### src/rtl/quad_pkg.sv
// rtl/quad_pkg.sv - shared types, constants and step decode for the quadrature decoder
package quad_pkg;

    typedef enum logic {
        PRIME = 1'b0,
        TRACK = 1'b1
    } state_t;

    localparam logic DIR_UP = 1'b1;
    localparam logic DIR_DN = 1'b0;

    typedef struct packed {
        logic valid;
        logic up;
        logic illegal;
    } step_t;

    // Position of a phase pair {A,B} along the up sequence 00->01->11->10.
    function automatic logic [1:0] phase_idx(input logic [1:0] ab);
        logic [1:0] idx;
        case (ab)
            2'b00:   idx = 2'd0;
            2'b01:   idx = 2'd1;
            2'b11:   idx = 2'd2;
            default: idx = 2'd3;
        endcase
        return idx;
    endfunction

    // Distance modulo 4 along the sequence: 1 = up, 3 = down, 2 = both bits changed.
    function automatic step_t decode_step(input logic [1:0] prev, input logic [1:0] cur);
        step_t     s;
        logic [1:0] d;
        d         = phase_idx(cur) - phase_idx(prev);
        s.valid   = (d == 2'd1) || (d == 2'd3);
        s.up      = (d == 2'd1);
        s.illegal = (d == 2'd2);
        return s;
    endfunction

endpackage

### src/rtl/quad_decoder_if.sv
// rtl/quad_decoder_if.sv - phase inputs, controls and position outputs of the decoder
// master: drives a_in/b_in/en/clr, observes pos/dir/step/err
// slave : the decoder side
interface quad_decoder_if #(
    parameter int WIDTH = 16
);
    logic             a_in;
    logic             b_in;
    logic             en;
    logic             clr;
    logic [WIDTH-1:0] pos;   // two's complement position
    logic             dir;
    logic             step;
    logic             err;

    modport master (
        output a_in, b_in, en, clr,
        input  pos, dir, step, err
    );

    modport slave (
        input  a_in, b_in, en, clr,
        output pos, dir, step, err
    );
endinterface

### src/rtl/sync_ff.sv
// rtl/sync_ff.sv - multi-flop synchronizer for one asynchronous bit
// clk, rst_n (async active-low), d (async input), q (synchronized output)
module sync_ff #(
    parameter int STAGES = 2
) (
    input  logic clk,
    input  logic rst_n,
    input  logic d,
    output logic q
);
    logic [STAGES-1:0] sr;

    always_ff @(posedge clk or negedge rst_n) begin
        if (!rst_n) begin
            sr <= '0;
        end else begin
            sr <= {sr[STAGES-2:0], d};
        end
    end

    assign q = sr[STAGES-1];
endmodule

### src/rtl/quad_decoder.sv
// rtl/quad_decoder.sv - quadrature encoder decoder with signed position counter
// clk, rst_n (async active-low); bus (slave): a_in/b_in phases, en count enable,
// clr sync clear, pos position, dir last direction, step per-count pulse, err sticky illegal flag
module quad_decoder
    import quad_pkg::*;
#(
    parameter int WIDTH       = 16,
    parameter int SYNC_STAGES = 2
) (
    input  logic             clk,
    input  logic             rst_n,
    quad_decoder_if.slave    bus
);
    localparam int CW = $clog2(SYNC_STAGES + 1);

    logic [1:0]       cur;
    logic [1:0]       prev, prev_n;
    state_t           state, state_n;
    logic [CW-1:0]    cnt, cnt_n;
    logic [WIDTH-1:0] pos_q, pos_n;
    logic             dir_q, dir_n;
    logic             step_q, step_n;
    logic             err_q, err_n;
    step_t            dec;

    sync_ff #(.STAGES(SYNC_STAGES)) u_sync_a (
        .clk   (clk),
        .rst_n (rst_n),
        .d     (bus.a_in),
        .q     (cur[1])
    );

    sync_ff #(.STAGES(SYNC_STAGES)) u_sync_b (
        .clk   (clk),
        .rst_n (rst_n),
        .d     (bus.b_in),
        .q     (cur[0])
    );

    always_ff @(posedge clk or negedge rst_n) begin
        if (!rst_n) begin
            state  <= PRIME;
            cnt    <= '0;
            prev   <= 2'b00;
            pos_q  <= '0;
            dir_q  <= 1'b0;
            step_q <= 1'b0;
            err_q  <= 1'b0;
        end else begin
            state  <= state_n;
            cnt    <= cnt_n;
            prev   <= prev_n;
            pos_q  <= pos_n;
            dir_q  <= dir_n;
            step_q <= step_n;
            err_q  <= err_n;
        end
    end

    always_comb begin
        state_n = state;
        cnt_n   = cnt;
        prev_n  = cur;      // prev always follows cur, legal step or not
        pos_n   = pos_q;
        dir_n   = dir_q;
        step_n  = 1'b0;
        err_n   = err_q;
        dec     = decode_step(prev, cur);

        case (state)
            PRIME: begin
                // Wait for the synchronizer to hold real pin values, then take
                // one cycle to seed prev before any decode is trusted.
                if (cnt == CW'(SYNC_STAGES)) begin
                    state_n = TRACK;
                end else begin
                    cnt_n = cnt + 1'b1;
                end
            end
            TRACK: begin
                if (dec.valid && bus.en) begin
                    pos_n  = dec.up ? pos_q + 1'b1 : pos_q - 1'b1;
                    dir_n  = dec.up ? DIR_UP : DIR_DN;
                    step_n = 1'b1;
                end
                if (dec.illegal) begin
                    err_n = 1'b1;
                end
            end
            default: state_n = PRIME;
        endcase

        // Clear overrides the count and the error, but not dir or step.
        if (bus.clr) begin
            pos_n = '0;
            err_n = 1'b0;
        end
    end

    assign bus.pos  = pos_q;
    assign bus.dir  = dir_q;
    assign bus.step = step_q;
    assign bus.err  = err_q;
endmodule

### src/flat_wrapper.sv
// flat-port wrapper written by rule: the top's interface ports become plain ports
module quad_decoder_flat import quad_pkg::*;
#(
    parameter int WIDTH       = 16,
    parameter int SYNC_STAGES = 2
)
  (clk, rst_n, bus_a_in, bus_b_in, bus_en, bus_clr, bus_pos, bus_dir, bus_step, bus_err);
  quad_decoder_if #(.WIDTH(WIDTH)) bus_i ();
  input  logic clk;
  input  logic rst_n;
  input wire logic [$bits(bus_i.a_in)-1:0] bus_a_in;
  input wire logic [$bits(bus_i.b_in)-1:0] bus_b_in;
  input wire logic [$bits(bus_i.en)-1:0] bus_en;
  input wire logic [$bits(bus_i.clr)-1:0] bus_clr;
  output wire logic [$bits(bus_i.pos)-1:0] bus_pos;
  output wire logic [$bits(bus_i.dir)-1:0] bus_dir;
  output wire logic [$bits(bus_i.step)-1:0] bus_step;
  output wire logic [$bits(bus_i.err)-1:0] bus_err;
  assign bus_i.a_in = bus_a_in;
  assign bus_i.b_in = bus_b_in;
  assign bus_i.en = bus_en;
  assign bus_i.clr = bus_clr;
  assign bus_pos = bus_i.pos;
  assign bus_dir = bus_i.dir;
  assign bus_step = bus_i.step;
  assign bus_err = bus_i.err;
  quad_decoder #(.WIDTH(WIDTH), .SYNC_STAGES(SYNC_STAGES)) u_core (.clk(clk), .rst_n(rst_n), .bus(bus_i));
endmodule
### config.mk
export PLATFORM = sky130hd
export DESIGN_NAME = quad_decoder_flat
export DESIGN_NICKNAME = d
export VERILOG_FILES = /design/src/rtl/quad_pkg.sv /design/src/rtl/quad_decoder_if.sv /design/src/rtl/sync_ff.sv /design/src/rtl/quad_decoder.sv /design/src/flat_wrapper.sv
export SDC_FILE = /design/constraint.sdc
export NUM_CORES = 1
export LEC_CHECK = 0
export CORE_MARGIN = 4
export CORE_UTILIZATION = 50
export DETAILED_ROUTE_END_ITERATION = 12
export PLACE_DENSITY_LB_ADDON = 0.05
export SLEW_MARGIN = 20
export SYNTH_ARGS = -nofsm -noshare
export SYNTH_HDL_FRONTEND = slang
export SYNTH_SLANG_ARGS = --single-unit
### constraint.sdc
create_clock -name clk -period 3.2 [get_ports clk]
set_input_delay 0.48 -clock clk [delete_from_list [all_inputs] [get_ports clk]]
set_output_delay 0.48 -clock clk [all_outputs]
set_load 0.005 [all_outputs]
==> results.md, run 1 <==
- FMAX: 301 MHz
- Post-Synthesis Cells: 210
- Routed len/inst: 16.9 µm
- Max-Cap Viols: 0
- CP arrival: 3.51 ns
- Number of synthesized flops with an enable pin: 0
- CP Launch Type: register
- Core Area: 3720 µm²
- Combinational power share: 66.2%
- Critical path type: reg -> reg
- DRT iter0 DRCs: 67
- Share of cells above drive strength 1: 25.9%
- Worst rel slew slack: 75.1%
- Final setup viols: 4
- GRT Util Overall: 22.3%
- Worst Hold Launch: u_core.u_sync_b.sr[0]
- Internal power consumption: 0.00140 W
- Half-perimeter wire length after placement: 3540 µm
- I/O Pins: 25
- Post-route design area: 2720 µm²
- Initial antenna violation count: 0
- H-tree depth: 1
- Final wirelength: 5260 µm
- Clock slew at reported path FFs: 0.12 ns
- GPL Wtd Cong: 0.906
- FILL cells: 283
- RSZ-0062 raised after global routing: yes
- FP Rows: 22
- WP data required: 3.38 ns
- Final Hold Vio Count: 0
- Synth-to-layout area growth: 39.5%
- Distinct cells, synth: 47
- Setup WS post-layout: -0.125 ns
- Pin count of the biggest net entering global routing: 29
- Final-stage net count: 294
- First-pass GRT wire length: 9010 µm
- Top_reg_cell synth: dfrtp_1
- Diodes inserted: 0
- Status: finished, violations left
- Grt total ovfl: 0
- Clock Tree Buf Depth: 2
- Mapped Nets: 240
- Num CTS Buffers: 3
- Port bufs: 24
- Post-synthesis average cell area: 9.28 µm²
- Crit path max fanout: 4
- CTS tree: done
- Chip width: 70.4 µm
- Fin. max-slew vios: 0
- # hold bufs at CTS: 0
- Worst Skew: 0.0189 ns
- Post-route ant nets: 0
- Crit. End Element: register
- GR Util met1: 30.2%
- Detailed-route DRC error count: 0
- GRT busiest layer: met2
- Die area: 4960 µm²
- Placed Area: 2440 µm²
- Final core occ: 73.1%
- Maximum vdd drop: 0.425 mV
- Pleak: 1.24 nW
- Final cell count without fillers: 311
- Hold Slack: 0.358 ns
- CP startpoint: u_core.prev[1]
- Flop pwr share: 21.4%
- Power Dens Cells: 861 nW/µm²
- Initial core utilization: 52.4%
- Die Height: 70.4 µm
- Net Sw Frac: 40.0%
- Power share of the clock group: 12.3%
- Yosys reg bits: 28
- Hold Path Class: reg -> reg
- Failing checks: negative setup slack
- Final Critical Period: 3.33 ns
- Root Buffer: clkbuf_8
- First-pass iteration count of the detailed router: 4
- Post-Place Setup Slack: -0.150 ns
- Asr flop ratio synth: 100%
- M3 GR Usage: 3.17%
- Syn Std Cell Area: 1950 µm²
- Switch Pwr: 0.000935 W
- Worst r2r src: u_core.prev[1]
- Clk sinks: 28
- Dpl cells: 302
- Via/cell ratio: 5.69
- Skew-Pair Late Insertion Delay: 0.28 ns
- Vias in the first global route: 1849
- Fin crit share: 104%
- Via Count: 1769
- Worst-margin pin slew: 0.373 ns
- Register area share after synthesis: 36.0%
- Routing usage on met2: 37.8%
- Yosys warns: 0
## power groups by stage
stage	Combinational [W]	Sequential (W)	Clock, W
4_1_cts	0.00140	0.000491	0.000291
5_1_grt	0.00170	0.000512	0.000314
3_3_place_gp	0.00129	0.000489	0
2_1_floorplan	0.000773	0.000487	0
3_5_place_dp	0.00132	0.000494	0
6_report	0.00155	0.000501	0.000289
## layout by cell type (no fill, tap or decap), drive strengths merged, types with 4 or more instances in the layout
master	netlist	routed
xnor2	6	6
nor2	10	10
dfrtp	28	28
nor3	4	4
o21ai	16	16
and3	6	6
clkdlybuf4s50	0	24
a31oi	5	5
ha	23	23
a21o	5	5
nand2	23	23
nand3	9	9
inv	11	11
buf	6	36
a21oi	17	17
xor2	5	5
## worst max-delay path: stages (launching register included)
cell      delay (ns)
dfrtp_1         0.41
ha_1            0.28
inv_1           0.06
ha_1            0.13
xor3_1          0.42
or2_4           0.27
buf_4           0.14
fa_2            0.33
and3_4          0.19
nand4b_1        0.21
a311o_1         0.33
a31oi_2         0.17
nor4_1          0.07
a211o_1         0.23
## per-stage QoR
| stage | setup TNS [ns] | total power, W |
|---|---|---|
| 3_3_place_gp | -0.533 | 0.00178 |
| 4_1_cts | 0 | 0.00218 |
| 2_1_floorplan | 0 | 0.00126 |
| 5_1_grt | -1.00 | 0.00252 |
| 3_5_place_dp | -0.872 | 0.00181 |
| 6_report | -0.147 | 0.00234 |
## per-layer routing
layer	share of wire, %	up-vias
li1	-	862
met1	45	864
met2	51	37
met3	3.1	6
met4	1.3	0
met5	0	-
## flip-flops by register name, indices dropped and copies added, names as in the netlist
| signal | flops |
|---|---|
| u_core.bus.dir | 1 |
| u_core.bus.err | 1 |
| u_core.bus.pos | 16 |
| u_core.bus.step | 1 |
| u_core.cnt | 2 |
| u_core.prev | 2 |
| u_core.state | 1 |
| u_core.u_sync_a.sr | 2 |
| u_core.u_sync_b.sr | 2 |
## path summary, 6_finish.rpt
kind / cells after the start / endpoint / slack (ns)
worst min register to register: 0 / u_core.u_sync_b.sr[1] / 0.36
worst max-delay path: 13 / u_core.bus.pos[12] / -0.13
min in group asynchronous: 2 / u_core.bus.pos[12] / 0.56
max in group asynchronous: 2 / u_core.bus.pos[0] / 2.36
worst max register to register: 13 / u_core.bus.pos[12] / -0.13
worst min-delay path: 0 / u_core.u_sync_b.sr[1] / 0.36
## area by class of cell
class / instances / area, µm² / area share (%)
Timing Repair Buffer: 60 / 539 / 19.8
Multi-Input combinational cell: 160 / 1310 / 48.0
Clock buffer: 3 / 41.3 / 1.52
Sequential cell: 28 / 701 / 25.8
Inverter: 11 / 41.3 / 1.52
Clock inverter: 1 / 30.0 / 1.10
Tap cell: 48 / 60.1 / 2.21
## logic make-up (layout without fill, tap and decap cells)
| group | count (synthesis) | in the layout | share of synthesized area [%] |
|---|---|---|---|
| simple gates | 65 | 65 | 16.4 |
| compound gates | 57 | 57 | 19.7 |
| flops | 28 | 28 | 36.0 |
| fa+ha+maj | 24 | 24 | 15.8 |
| buf+inv | 22 | 75 | 4.95 |
| xor+xnor | 12 | 12 | 6.17 |
| mux | 2 | 2 | 1.03 |
## Yosys cell counts (all sizes together), types with 2 or more instances
cell type / instances / area [µm²]
xor2: 5 / 43.8
ha: 23 / 288
nand2: 23 / 88.8
clkbuf: 5 / 18.8
buf: 6 / 36.3
a21o: 5 / 37.5
xnor2: 6 / 52.6
nor3: 4 / 20.0
a311o: 2 / 20.0
o21bai: 2 / 15.0
o211ai: 2 / 15.0
nand3: 9 / 45.0
a211oi: 2 / 15.0
dfrtp: 28 / 701
nand4: 2 / 12.5
a21oi: 17 / 88.8
nor2: 10 / 37.5
and3: 6 / 42.5
nor4: 3 / 18.8
or2: 3 / 18.8
inv: 11 / 41.3
mux2i: 2 / 20.0
o21ai: 16 / 83.8
a31oi: 5 / 52.6
## repair_timing
| action | in CTS | in global routing |
|---|---|---|
| gates resized for setup | 11 | 19 |
| setup buffers | 2 | 3 |
| pin swaps | 8 | 6 |
| endpoints found under the setup margin | 9 | 11 |
Power figures use the tool's default switching activity.
==> run 2, diff against run 1 <==
- PLACE_DENSITY: unset -> 0.76
- PLACE_DENSITY_LB_ADDON: 0.05 -> unset
==> results.md, run 2 (synthesis gave the netlist of run 1 again) <==
- Status: finished clean
- Hold path cells: 0
- CTS tree: done
- Hold Path Class: reg -> reg
- Routed len/inst: 16.8 µm
- Clk sinks: 28
- Pin count of the biggest net entering global routing: 29
- Half-perimeter wire length after placement: 3200 µm
- Die Height: 70.4 µm
- Via Count: 1801
- Via/cell ratio: 5.66
- Hold Crit Endpoint: u_core.u_sync_b.sr[1]
- Pleak: 1.28 nW
- Root Buffer: clkbuf_8
- Core Area: 3720 µm²
- First-pass GRT wire length: 7940 µm
- Vias in the first global route: 1740
- FMAX: 317 MHz
- Worst Hold Launch: u_core.u_sync_b.sr[0]
- Diodes inserted: 0
- # hold bufs at CTS: 0
- WP data required: 3.39 ns
- Synth-to-layout area growth: 46.3%
- DRT iter0 DRCs: 168
- Initial core utilization: 52.4%
- FILL cells: 239
- Worst r2r src: u_core.prev[1]
- Most common cell after layout, fill and taps aside: buf_4
- RSZ-0062 raised after global routing: yes
- Post-route ant nets: 0
- Largest register FFs: 16
- Final wirelength: 5350 µm
- Num CTS Buffers: 3
- Reg-to-reg slack, setup: 0.04 ns
- Crit. End Element: register
- FP Rows: 22
- Most frequent cells in the layout: buf_4 (40), dfrtp_1 (28), clkdlybuf4s50_1 (24)
- GRT Util Overall: 19.6%
- Final Hold Vio Count: 0
- Worst-margin pin slew: 0.398 ns
- Skew-Pair Late Insertion Delay: 0.29 ns
- Final Critical Period: 3.16 ns
- H-tree depth: 1
- Fin crit share: 98.6%
- Power Dens Cells: 876 nW/µm²
- CP arrival: 3.34 ns
- Maximum vdd drop: 0.556 mV
- Final-stage net count: 301
- Fin. max-slew vios: 0
- Clock slew at reported path FFs: 0.11 ns
- Grt total ovfl: 0
- I/O Pins: 25
- Worst rel slew slack: 73.4%
- Worst reg-to-reg path cell count: 12
- Worst Skew: 0.0116 ns
- Port bufs: 24
- Detailed-route DRC error count: 0
- Initial antenna violation count: 0
- Die area: 4960 µm²
- Worst reg2reg endpoint: u_core.bus.pos[12]
- Chip width: 70.4 µm
- CP Launch Type: register
- Max-Cap Viols: 0
- Critical path type: reg -> reg
- Clock Tree Buf Depth: 2
- Final core occ: 76.7%
- GPL Wtd Cong: 0.850
- Final setup viols: 0
- Share of cells above drive strength 1: 30.7%
- Hold Slack: 0.356 ns
- Crit path max fanout: 6
- First-pass iteration count of the detailed router: 4
run 2: changes by cell type in the layout (fill, tap and decap cells not counted), moves of 2 or more:
cell / before / now
buf_4: 33 / 40
nand2_2: 1 / 3
ha_1: 15 / 11
ha_4: 7 / 11
nand2_1: 22 / 20
run 2: where the power goes:
| part | switching, W | internal, W |
|---|---|---|
| clock | 0.000123 | 0.000168 |
| sequential | 0.0000881 | 0.000419 |
| combinational | 0.000773 | 0.000924 |
run 2: metrics by stage:
step / worst slack [ns] / total power [W] / std cells / setup TNS [ns] / instance area [µm²]
detailed placement: -0.138 / 0.00182 / 307 / -0.396 / 2470
CTS: 0.0703 / 0.00215 / 312 / 0 / 2550
global placement: -0.0786 / 0.00181 / 307 / -0.244 / 2470
finish: 0.0439 / 0.00250 / 318 / 0 / 2850
global route: -0.127 / 0.00266 / 318 / -0.490 / 2850
floorplan: 0.0375 / 0.00126 / 210 / 0 / 1950
run 2: worst max-delay path by stage:
stage | startpoint | endpoint | depth (start not counted)
final | u_core.prev[1] | u_core.bus.pos[12] | 12
after global routing | u_core.prev[1] | u_core.bus.pos[11] | 13
after CTS | u_core.u_sync_b.sr[1] | u_core.bus.pos[12] | 12
after detailed placement | u_core.prev[0] | u_core.bus.pos[12] | 14
after global placement | u_core.prev[0] | u_core.bus.pos[12] | 14
after floorplan | u_core.u_sync_b.sr[1] | u_core.bus.pos[12] | 13
run 2: layout make-up:
class,count,area (µm²),share of cell area (%)
clock buffer,3,41.3,1.45
clock inverter,1,30.0,1.05
inverter,11,41.3,1.45
multi-input combinational,161,1390,48.8
tap,48,60.1,2.11
sequential,28,701,24.6
timing repair buffer,66,586,20.5
run 2: what timing repair did:
action / 4_1_cts / 5_1_grt
setup endpoints to repair: 8 / 9
pin swaps: 2 / 16
resized for setup: 5 / 36
buffers inserted: 0 / 5
cloned: 1 / 1
run 2: critical path, cell delays in order, from the launching register on:
cell and delay [ns]:
dfrtp_1 0.40, ha_1 0.27, inv_1 0.04, ha_2 0.16, xor3_1 0.41, or2_4 0.32, fa_2 0.38, and3_4 0.18
nand4b_1 0.16, a311o_1 0.29, a31oi_2 0.15, nor4_1 0.06, a211o_1 0.22
run 2: routing by layer:
layer | GRT usage (%) | up-vias | wire length, µm
li1 | - | 877 | -
met1 | 27.1 | 863 | 2420
met2 | 32.0 | 54 | 2650
met3 | 3.31 | 7 | 227
met4 | 4.26 | 0 | 58
met5 | 0 | - | 0
